### src/rtl/nmalloc_pool.sv
// nmalloc_pool: fixed-block pool allocator with malloc/free over a
// start/finish handshake. A LIFO free stack hands out block indices, an
// ownership bitmap rejects frees of blocks that are not currently allocated,
// and the whole block freezes while the memory controller stalls.
module nmalloc_pool #(
  parameter int unsigned       ADDR_W      = 32,
  parameter int unsigned       NUM_BLOCKS  = 16,
  parameter int unsigned       BLOCK_BYTES = 64,
  parameter logic [ADDR_W-1:0] BASE_ADDR   = ADDR_W'(32'h0000_1000)
) (
  input  logic                              clk,
  input  logic                              reset,
  input  logic                              memory_controller_waitrequest,
  input  logic                              start,
  input  logic                              op,
  input  logic [31:0]                       arg_bytes,
  input  logic [ADDR_W-1:0]                 arg_ptr,
  output logic                              ready,
  output logic                              finish,
  output logic [ADDR_W-1:0]                 return_val,
  output logic                              error,
  output logic [$clog2(NUM_BLOCKS+1)-1:0]   free_count
);

  localparam int unsigned IDX_W  = $clog2(NUM_BLOCKS);
  localparam int unsigned CNT_W  = $clog2(NUM_BLOCKS + 1);
  localparam int unsigned LOG_BB = $clog2(BLOCK_BYTES);

  typedef enum logic [1:0] {
    ST_INIT = 2'd0,
    ST_IDLE = 2'd1,
    ST_EXEC = 2'd2,
    ST_DONE = 2'd3
  } state_t;

  // Byte address of block k; wraps modulo 2^ADDR_W.
  function automatic logic [ADDR_W-1:0] blk_addr(input logic [IDX_W-1:0] k);
    blk_addr = BASE_ADDR + (ADDR_W'(k) << LOG_BB);
  endfunction

  state_t                  state_r, state_s;
  logic [CNT_W-1:0]        sp_r, sp_s;
  logic [NUM_BLOCKS-1:0]   alloc_map_r, alloc_map_s;
  logic [IDX_W-1:0]        stk_r [NUM_BLOCKS];
  logic                    op_r, op_s;
  logic [31:0]             bytes_r, bytes_s;
  logic [ADDR_W-1:0]       ptr_r, ptr_s;
  logic [ADDR_W-1:0]       ret_r, ret_s;
  logic                    err_r, err_s;
  logic                    ready_r, ready_s;
  logic                    finish_r, finish_s;

  logic                    stk_we_s;
  logic [IDX_W-1:0]        stk_wa_s;
  logic [IDX_W-1:0]        stk_wd_s;

  logic [CNT_W-1:0]        sp_dec_s;
  logic [IDX_W-1:0]        top_idx_s;
  logic [ADDR_W-1:0]       off_s;
  logic [ADDR_W-1:0]       blk_s;
  logic [IDX_W-1:0]        free_idx_s;
  logic                    ptr_ok_s;
  logic                    size_bad_s;

  // Stack top and free-pointer decode feeding the EXEC step.
  always_comb begin
    sp_dec_s   = sp_r - CNT_W'(1);
    top_idx_s  = stk_r[sp_dec_s[IDX_W-1:0]];
    off_s      = ptr_r - BASE_ADDR;
    blk_s      = off_s >> LOG_BB;
    free_idx_s = blk_s[IDX_W-1:0];
    size_bad_s = (bytes_r == 32'd0) || (bytes_r > 32'(BLOCK_BYTES));
    ptr_ok_s   = (ptr_r >= BASE_ADDR) &&
                 (off_s[LOG_BB-1:0] == {LOG_BB{1'b0}}) &&
                 (blk_s < ADDR_W'(NUM_BLOCKS)) &&
                 alloc_map_r[free_idx_s];
  end

  // Next-state and next-output logic; a stall leaves everything unchanged.
  always_comb begin
    state_s     = state_r;
    sp_s        = sp_r;
    alloc_map_s = alloc_map_r;
    op_s        = op_r;
    bytes_s     = bytes_r;
    ptr_s       = ptr_r;
    ret_s       = ret_r;
    err_s       = err_r;
    stk_we_s    = 1'b0;
    stk_wa_s    = sp_r[IDX_W-1:0];
    stk_wd_s    = {IDX_W{1'b0}};
    if (memory_controller_waitrequest) begin
      state_s = state_r;
    end else begin
      case (state_r)
        ST_INIT: begin
          // Fill so that the first pop yields block 0.
          stk_we_s = 1'b1;
          stk_wd_s = IDX_W'(NUM_BLOCKS - 1) - sp_r[IDX_W-1:0];
          sp_s     = sp_r + CNT_W'(1);
          if (sp_r == CNT_W'(NUM_BLOCKS - 1)) begin
            state_s = ST_IDLE;
          end else begin
            state_s = ST_INIT;
          end
        end
        ST_IDLE: begin
          if (start) begin
            op_s    = op;
            bytes_s = arg_bytes;
            ptr_s   = arg_ptr;
            state_s = ST_EXEC;
          end else begin
            state_s = ST_IDLE;
          end
        end
        ST_EXEC: begin
          state_s = ST_DONE;
          if (!op_r) begin
            if (size_bad_s || (sp_r == {CNT_W{1'b0}})) begin
              ret_s = {ADDR_W{1'b0}};
              err_s = 1'b1;
            end else begin
              sp_s                   = sp_dec_s;
              alloc_map_s[top_idx_s] = 1'b1;
              ret_s                  = blk_addr(top_idx_s);
              err_s                  = 1'b0;
            end
          end else begin
            ret_s = {ADDR_W{1'b0}};
            if (ptr_ok_s) begin
              // A valid free implies sp < NUM_BLOCKS, so the push slot exists.
              stk_we_s                = 1'b1;
              stk_wd_s                = free_idx_s;
              sp_s                    = sp_r + CNT_W'(1);
              alloc_map_s[free_idx_s] = 1'b0;
              err_s                   = 1'b0;
            end else begin
              err_s = 1'b1;
            end
          end
        end
        ST_DONE: begin
          state_s = ST_IDLE;
        end
        default: begin
          state_s = ST_INIT;
        end
      endcase
    end
    ready_s  = (state_s == ST_IDLE);
    finish_s = (state_s == ST_DONE);
  end

  // State, pointer, bitmap, request latches and registered outputs.
  always_ff @(posedge clk or posedge reset) begin
    if (reset) begin
      state_r     <= ST_INIT;
      sp_r        <= {CNT_W{1'b0}};
      alloc_map_r <= {NUM_BLOCKS{1'b0}};
      op_r        <= 1'b0;
      bytes_r     <= 32'd0;
      ptr_r       <= {ADDR_W{1'b0}};
      ret_r       <= {ADDR_W{1'b0}};
      err_r       <= 1'b0;
      ready_r     <= 1'b0;
      finish_r    <= 1'b0;
    end else begin
      state_r     <= state_s;
      sp_r        <= sp_s;
      alloc_map_r <= alloc_map_s;
      op_r        <= op_s;
      bytes_r     <= bytes_s;
      ptr_r       <= ptr_s;
      ret_r       <= ret_s;
      err_r       <= err_s;
      ready_r     <= ready_s;
      finish_r    <= finish_s;
    end
  end

  // Free-stack storage; contents are only meaningful below sp, so no reset.
  always_ff @(posedge clk) begin
    if (stk_we_s) begin
      stk_r[stk_wa_s] <= stk_wd_s;
    end
  end

  assign ready      = ready_r;
  assign finish     = finish_r;
  assign return_val = ret_r;
  assign error      = err_r;
  assign free_count = sp_r;

endmodule

### config.mk
export PLATFORM = sky130hd
export DESIGN_NAME = nmalloc_pool
export DESIGN_NICKNAME = d
export VERILOG_FILES = /design/src/rtl/nmalloc_pool.sv
export SDC_FILE = /design/constraint.sdc
export NUM_CORES = 1
export LEC_CHECK = 0
export BUFFER_PORTS_ARGS = -buffer_cell sky130_fd_sc_hd__buf_2
export CAP_MARGIN = 5
export CELL_PAD_IN_SITES_DETAIL_PLACEMENT = 1
export CELL_PAD_IN_SITES_GLOBAL_PLACEMENT = 1
export CORE_MARGIN = 4
export CORE_UTILIZATION = 42
export DETAILED_ROUTE_END_ITERATION = 6
export PLACE_DENSITY = 0.88
export SYNTH_ARGS = -nofsm -noshare
export SYNTH_HDL_FRONTEND = slang
export SYNTH_SLANG_ARGS = --single-unit
### constraint.sdc
create_clock -name clk -period 3.2 [get_ports clk]
set_clock_uncertainty 0.15 [all_clocks]
set_input_delay 0.64 -clock clk [delete_from_list [all_inputs] [get_ports clk]]
set_output_delay 0.64 -clock clk [all_outputs]
set_load 0.05 [all_outputs]
==> results.toml, run 1 <==
[power_and_ir_drop]
swShare_pct = 35.6
power_switching_mw = 3.02
totalPowerFinal_mw = 8.47
p_leak_nw = 3.48
pwr-share-comb_pct = 36.6
powerDensity_mw_per_mm2 = 992
intPower_mw = 5.46
seqPwrFrac_pct = 37.2
peakVddDrop_mv = 0.432
pwr-share-clk_pct = 26.2

[cts]
clk_latency_ns = 0.44
cts_setup_buffers = 0
cts_sinks = 160
cts.reportedPaths.clkPinSlew_ns = 0.06
numCtsBuffers = 17
cts_tree = "done"
cts_buffer_depth = 2
postCtsHoldBufs = 0
h-tree-depth = 4
root_buffer = "clkbuf_16"

[timing]
slew_headroom_pct = 45.9
min_period_over_period_pct = 99.8
final_max_slew_viol_count = 0
finalHoldViolations = 0
setup_viol = 0
fmax_ghz = 0.313
worstMarginPinSlew_ns = 0.810
period_minus_slack_ns = 3.19
rsz0062_at_grt = "true"

[final_layout]
final_nets = 682
diodes = 0
drive_gt1_share_pct = 38.4
finalNonFillerCells = 840
n_fill_cell = 1699
area_growth_pct = 18.2
final_util_pct = 51.2

[detailed_routing]
firstDrtPassIters = 4
vias = 4650
drc = 0
vias_per_cell = 5.54
drtIter0Drc = 402
ant_nets = 0
wl_per_cell_um = 22.0
routed_wl_um = 18500

[run]
max-cap-violations = 0

[place]
gp_congestion = 0.878
port_buffers = 81
hpwl_um = 13000
numPlacedInstances = 808

[global_routing]
grt_pass1_vias = 5206
overflow = 0
antenna_found_initial = 0
grt_usage_pct = 19.6
grt_start_max_net_pins = 61
grt_first_pass_wirelength_um = 29300

[logic_synthesis]
synth_area_leaders = "dfrtp_1, edfxtp_1, mux2_2, mux4_2, buf_4"
ys.flop_type = "dfrtp_1"
synth.cell_area_mm2 = 0.00723
synthArstFlopShare_pct = 60.0
synth_top_area_cell = "dfrtp_1"
yosysMostFrequentCell = "dfrtp_1"
synthDominantCellAreaShare_pct = 33.2
syn_avg_cell_area_um2 = 14.2
synth_common_cells = "dfrtp_1, edfxtp_1, mux2_2, nand2_1, buf_4"
ys_seq_area_share_pct = 59.8
synth_edf_count = 64
yosys_warnings = 0
synth_cell_type_count = 58
synthCells = 510
yosys_register_bits = 160

[critical_path]
crit_fanout = 6
path_class = "flop to flop"
endpoint_kind = "flop"
r2r_slack_ns = 0.008
required_ns = 3.39
cp-start-kind = "flop"
crit_arrival_ns = 3.38

[die]
coreArea_mm2 = 0.0167
io_pins = 109
rows = 47
floorplan.initialDensity_pct = 43.3
die-area_mm2 = 0.0194
die_w_um = 139
die_h_um = 139

[outcome]
status = "completed"

[worst_hold_path]
min_path_type = "input port to async pin"
final cells by class:
| type | instances | area, µm² | share of cell area [%] |
|---|---|---|---|
| clock buffers | 23 | 500 | 5.86 |
| clock inverters | 9 | 149 | 1.74 |
| inverters | 10 | 41.3 | 0.483 |
| multi-input cells | 317 | 2690 | 31.4 |
| flip-flops and latches | 160 | 4330 | 50.6 |
| well taps | 220 | 275 | 3.22 |
| repair buffers | 101 | 568 | 6.65 |
power groups by stage:
stage               combinational, mW  clock, mW  sequential, mW
floorplan                        2.07          0            3.18
CTS                              3.11       2.25            3.15
global placement                 2.88          0            3.11
finish                           3.10       2.22            3.15
global route                     3.33       2.34            3.22
detailed placement               3.04          0            3.18
placed cells by master (no fill, tap or decap), types with 3 or more instances in the layout:
| master | instances |
|---|---|
| a2111oi_2 | 4 |
| a211oi_1 | 4 |
| a31oi_1 | 4 |
| and2_1 | 18 |
| buf_2 | 81 |
| buf_4 | 19 |
| bufinv_16 | 4 |
| clkbuf_1 | 3 |
| clkbuf_16 | 19 |
| clkinv_2 | 3 |
| conb_1 | 27 |
| dfrtp_1 | 94 |
| edfxtp_1 | 64 |
| ha_1 | 6 |
| inv_1 | 9 |
| mux2_2 | 64 |
| mux2i_1 | 7 |
| mux4_2 | 22 |
| nand2_1 | 31 |
| nand2b_1 | 5 |
| nand3_1 | 4 |
| nand4_1 | 4 |
| nor2_1 | 14 |
| nor2_2 | 3 |
| nor3_1 | 4 |
| nor3b_1 | 4 |
| nor4_1 | 11 |
| nor4b_1 | 3 |
| o21ai_0 | 18 |
| o21ai_1 | 9 |
| o31ai_1 | 7 |
| or4_1 | 3 |
| xnor2_1 | 4 |
| xor2_1 | 3 |
registers in the layout, summed over array words and instances, names as in the netlist:
| register | cells |
|---|---|
| error | 1 |
| ptr_r | 32 |
| free_count | 5 |
| alloc_map_r | 16 |
| op_r | 1 |
| state_r | 2 |
| return_val | 5 |
| bytes_r | 32 |
| finish | 1 |
| stk_r | 64 |
| ready | 1 |
per-stage QoR:
step	cell area [µm²]	worst slack, ns	TNS [ns]	hold slack [ns]
after floorplan	7340	0.0208	0	0.315
final	8550	0.00785	0	0.200
after global routing	8550	-0.142	-7.34	0.264
after CTS	8540	0.00249	0	0.216
after detailed placement	7890	0.0658	0	0.316
after global placement	7890	0.141	0	0.308
path summary, 6_finish.rpt:
path                                from         endpoint  depth (start not counted)
max                        free_count[0]   alloc_map_r[7]                          8
min                                reset       bytes_r[2]                          2
max reg2reg                free_count[0]   alloc_map_r[7]                          8
min reg2reg                        error            error                          2
max in group asynchronous          reset  alloc_map_r[11]                          3
min in group clk              arg_ptr[6]         ptr_r[6]                          3
what timing repair did:
item                       in CTS  in global routing
cloned                          0                  0
resized for setup               1                  2
setup endpoints to repair      16                 98
routing by layer:
metal  vias up  GRT usage, %  share of wire [%]  wire length, µm
li1       2048             -                  -                -
met1      2395          22.3                 38             7090
met2       168          34.7                 54             9900
met3        39          4.62                5.1              938
met4         0          9.37                3.1              567
met5         -             0                  0                0
kinds of logic (layout without fill, tap and decap cells):
logic type | Yosys count | after routing | synth area share, %
XOR/XNOR | 7 | 7 | 0.848
AO/OA/AOI/OAI | 61 | 61 | 6.01
other | 1 | 27 | 0.0519
multiplexers | 94 | 94 | 18.0
flip-flops | 160 | 160 | 59.8
AND/OR/NAND/NOR | 122 | 122 | 9.64
adder cells (fa/ha/maj) | 6 | 6 | 1.04
buffers and inverters | 59 | 143 | 4.59
worst max-delay path, cell delays in order, from the launching register on:
cell,delay (ns)
dfrtp_2,0.40
inv_1,0.15
ha_1,0.36
xor2_1,0.49
mux2i_1,0.22
mux2_2,0.36
nor4_1,0.39
nor3b_1,0.32
a2bb2oi_1,0.24
Power figures use the tool's default switching activity.
==> inputs of run 2 (changes only) <==
--- a/config.mk
+++ b/config.mk
@@ -13,6 +13,7 @@
 export CORE_UTILIZATION = 42
 export DETAILED_ROUTE_END_ITERATION = 6
 export PLACE_DENSITY = 0.88
+export SETUP_SLACK_MARGIN = 0.3
 export SYNTH_ARGS = -nofsm -noshare
 export SYNTH_HDL_FRONTEND = slang
 export SYNTH_SLANG_ARGS = --single-unit
==> run 2 against run 1 <==
- fmax rose by 6.1%
- register-to-register slack improved by 0.18 ns
- sequential cell count did not move
- cell count rose by 1.4%
- worst hold slack got worse by 0.0060 ns
- via count rose by 4.8%
- combinational power rose by 12%
- core utilization rose by 1.7 points
- die area did not move
- clock power fell by 14%
- sequential share of layout area fell by 1.6 points
- highest routed layer unchanged
==> results.toml, run 2 (synthesized netlist as in run 1, its figures left out) <==
[timing]
final_max_slew_viol_count = 0
fmax_ghz = 0.332
period_minus_slack_ns = 3.01
setup_viol = 0
worstMarginPinSlew_ns = 0.784
holdWs_ns = 0.195
finalHoldViolations = 0
slew_headroom_pct = 47.6
fin_ws_ns = 0.192
min_period_over_period_pct = 94.0
rsz0062_at_grt = "true"

[place]
port_buffers = 81
numPlacedInstances = 807
pre_cts_slack_ns = -0.0410
hpwl_um = 13300
gp_congestion = 0.871

[die]
rows = 47
coreArea_mm2 = 0.0167
die-area_mm2 = 0.0194
io_pins = 109
die_h_um = 139
die_w_um = 139
floorplan.initialDensity_pct = 43.3

[cts]
postCtsHoldBufs = 0
cts.reportedPaths.clkPinSlew_ns = 0.06
numCtsBuffers = 17
root_buffer = "clkbuf_16"
cts_buffer_depth = 2
h-tree-depth = 4
clk_latency_ns = 0.44
cts_tree = "done"
cts_sinks = 160

[global_routing]
grt_pass1_vias = 5248
antenna_found_initial = 0
grt_first_pass_wirelength_um = 30500
overflow = 0
grt_start_max_net_pins = 69
grt_usage_pct = 20.6

[final_layout]
largest_reg_flops = 64
diodes = 0
area_growth_pct = 22.1
final_common_cell = "dfrtp_1"
n_fill_cell = 1665
final_nets = 694
finalNonFillerCells = 852
regMostFlops = "stk_r"
reg.largest.list = "stk_r (64), bytes_r (32), ptr_r (32)"
drive_gt1_share_pct = 47.0
final_cell_mix = "dfrtp_1, buf_2, mux2_2, edfxtp_1, nand2_1"
final_util_pct = 52.8

[critical_path]
endpoint_kind = "flop"
reg2reg_to = "stk_r[1][0]"
r2r_cells = 8
crit_fanout = 4
crit_arrival_ns = 3.00
rr_startpoint = "ptr_r[16]"
required_ns = 3.19
path_class = "flop to flop"
endpoint = "stk_r[1][0]"
worstSetupStartpoint = "ptr_r[16]"
r2r_slack_ns = 0.19
cp-start-kind = "flop"

[run]
max-cap-violations = 0

[detailed_routing]
drc = 0
routed_wl_um = 21300
vias = 4875
vias_per_cell = 5.72
drtIter0Drc = 355
wl_per_cell_um = 24.9
firstDrtPassIters = 4
ant_nets = 0

[power_and_ir_drop]
p_leak_nw = 3.57
totalPowerFinal_mw = 8.63
peakVddDrop_mv = 0.479
powerDensity_mw_per_mm2 = 978

[worst_hold_path]
min_path_type = "input port to async pin"

[outcome]
status = "completed"
## run 2: critical path, stage by stage (launching register included)
cell and delay [ns]:
dfrtp_1 0.38, or4_4 0.59, and4bb_2 0.36, mux2_4 0.17
nand4_1 0.11, buf_6 0.19, a2111oi_4 0.36, buf_4 0.21
and2_2 0.19
## run 2: worst min path at each step
stage | start | endpoint | slack (ns)
floorplan | alloc_map_r[0] | alloc_map_r[0] | 0.31
global placement | error | error | 0.31
finish | reset | bytes_r[0] | 0.19
global route | reset | bytes_r[0] | 0.25
detailed placement | return_val[8] | return_val[8] | 0.33
CTS | reset | bytes_r[7] | 0.21
## run 2: through the flow
stage / instance area (µm²) / setup TNS (ns)
floorplan: 7370 / 0
detailed placement: 7910 / -0.741
global route: 8820 / 0
global placement: 7910 / 0
CTS: 8620 / 0
finish: 8820 / 0
## run 2: area by class of cell
class                      count  area (µm²)  area share, %
timing repair buffer         113         706           8.00
clock inverter                 8        52.6          0.595
inverter                      10        43.8          0.496
clock buffer                  24         497           5.63
tap                          220         275           3.12
sequential                   160        4330           49.1
multi-input combinational    317        2920           33.1
## run 2: power by group
| part | internal, mW | leakage (nW) | total, mW | switching, mW |
|---|---|---|---|---|
| clock network | 1.09 | 0.277 | 1.92 | 0.829 |
| logic | 1.44 | 1.51 | 3.46 | 2.02 |
| registers | 2.75 | 1.78 | 3.26 | 0.510 |
## run 2: layer usage
layer	vias up	GRT usage, %	routed length (µm)
li1	2075	-	-
met1	2526	23.8	7830
met2	215	35.9	11400
met3	59	4.86	1220
met4	0	10.5	857
met5	-	0	0
## run 2: what timing repair did
action,CTS,global route
pin swaps,4,16
endpoints found under the setup margin,85,131
gates resized for setup,34,46
gates cloned,0,1
setup buffers,3,9
==> inputs of run 3 (changes only) <==
--- a/config.mk
+++ b/config.mk
@@ -13,6 +13,7 @@
 export CORE_UTILIZATION = 42
 export DETAILED_ROUTE_END_ITERATION = 6
 export PLACE_DENSITY = 0.88
+export RECOVER_POWER = 100
 export SETUP_SLACK_MARGIN = 0.3
 export SYNTH_ARGS = -nofsm -noshare
 export SYNTH_HDL_FRONTEND = slang
==> run 3 against run 2 <==
- combinational power is essentially flat
- cell area is 0.89% lower
- die area did not move
- routed wire length grew 0.32%
- core utilization down 0.47 points
- the run now ends with capacitance limit, slew limit left
- fmax shrank 2.1%
- total power decreased by 0.17%
- critical path depth stayed put
- worst hold slack improved by 0.069 ns
- register-to-register slack lost 0.06 ns
- setup slack worse by 0.064 ns
- global-route usage unchanged
==> results.toml, run 3 (synthesized netlist as in run 1, its figures left out) <==
[die]
die_w_um = 139
floorplan.initialDensity_pct = 43.3
rows = 47
die_h_um = 139
io_pins = 109
coreArea_mm2 = 0.0167
die-area_mm2 = 0.0194

[cts]
cts_buffer_depth = 2
numCtsBuffers = 17
postCtsHoldBufs = 0
cts.reportedPaths.clkPinSlew_ns = 0.06
clk_latency_ns = 0.44
cts_sinks = 160
h-tree-depth = 4
cts_tree = "done"
root_buffer = "clkbuf_16"

[detailed_routing]
vias_per_cell = 5.73
ant_nets = 0
routed_wl_um = 21300
wl_per_cell_um = 25.0
drtIter0Drc = 366
firstDrtPassIters = 5
drc = 0
vias = 4881

[critical_path]
required_ns = 3.16
r2r_slack_ns = 0.13
endpoint_kind = "flop"
cp-start-kind = "flop"
path_class = "flop to flop"
crit_fanout = 16
crit_arrival_ns = 3.03

[global_routing]
grt_usage_pct = 20.6
overflow = 0
grt_first_pass_wirelength_um = 30500
antenna_found_initial = 0
gr-usage-met1_pct = 23.8
busiest_layer = "met2"
grt_start_max_net_pins = 69
met2_usage_pct = 35.9
gr-usage-met3_pct = 4.86
grt_pass1_vias = 5248

[final_layout]
final_cell_mix = "dfrtp_1, buf_2, edfxtp_1, mux2_2, nand2_1"
reg.largest.list = "stk_r (64), bytes_r (32), ptr_r (32)"
n_fill_cell = 1672
final_common_cell = "dfrtp_1"
area_growth_pct = 21.0
final_nets = 694
drive_gt1_share_pct = 43.4
final_util_pct = 52.4
finish.instance_area_mm2 = 0.00875
regMostFlops = "stk_r"
largest_reg_flops = 64
diodes = 0

[timing]
worstMarginPinSlew_ns = 1.67
final_max_slew_viol_count = 105
rsz0062_at_grt = "true"
min_period_over_period_pct = 96.0
period_minus_slack_ns = 3.07
setup_viol = 0
fmax_ghz = 0.326
slew_headroom_pct = -11.0
finalHoldViolations = 0

[place]
hpwl_um = 13300
port_buffers = 81
gp_congestion = 0.871
placed_area_mm2 = 0.00791

[outcome]
violations = "capacitance limit, slew limit"
status = "finished with violations"

[worst_hold_path]
min_path_type = "input port to flop"

[power_and_ir_drop]
totalPowerFinal_mw = 8.62
powerDensity_mw_per_mm2 = 985
p_leak_nw = 3.50
peakVddDrop_mv = 0.482

[run]
max-cap-violations = 2
run 3: final timing paths:
kind                                     from             to  cells after the start
max in group asynchronous               reset       ptr_r[7]                      3
min in group asynchronous               reset     bytes_r[1]                      2
worst min register to register  return_val[8]  return_val[8]                      2
worst min-delay path               arg_ptr[8]       ptr_r[8]                      3
worst max-delay path                ptr_r[16]    stk_r[4][1]                      8
worst max register to register      ptr_r[16]    stk_r[4][1]                      8
run 3: cell type report:
class / instances / area [µm²] / area share (%)
Sequential cell: 160 / 4330 / 49.5
Multi-Input combinational cell: 317 / 2900 / 33.1
Clock buffer: 24 / 497 / 5.68
Inverter: 10 / 41.3 / 0.472
Timing Repair Buffer: 113 / 653 / 7.47
Clock inverter: 8 / 52.6 / 0.601
Tap cell: 220 / 275 / 3.15
run 3: worst max-delay path, stage by stage (launching register included):
cell      delay (ns)
dfrtp_1         0.38
or4_4           0.59
and4bb_2        0.35
mux2_4          0.32
buf_4           0.15
and4_2          0.24
a31oi_1         0.18
nor2_1          0.09
clkbuf_2        0.30
run 3: power by group:
group,internal (mW),leakage (nW),switching (mW)
Combinational,1.42,1.44,2.01
Clock,1.09,0.277,0.839
Sequential,2.75,1.78,0.513
run 3: repair_timing:
item | CTS | global route
endpoints found under the setup margin | 85 | 131
cloned | 0 | 1
pin swaps | 4 | 16
hold endpoints to repair | 0 | 0
gates resized for setup | 34 | 46
setup buffers | 3 | 9
run 3: stage by stage:
stage                     hold slack, ns  TNS, ns  setup WS [ns]  cells
final                              0.263        0          0.128    852
after detailed placement           0.334   -0.741        -0.0410    807
after floorplan                    0.315        0          0.163    536
after global placement             0.305        0         0.0881    807
after global routing               0.276        0         0.0623    852
after CTS                          0.208        0          0.260    842
run 3: metal layers:
metal | routed length, µm | vias up | share of wire [%]
met5 | 0 | - | 0
met4 | 857 | 0 | 4.0
met3 | 1170 | 59 | 5.5
met2 | 11400 | 218 | 53
met1 | 7920 | 2524 | 37
li1 | - | 2080 | -
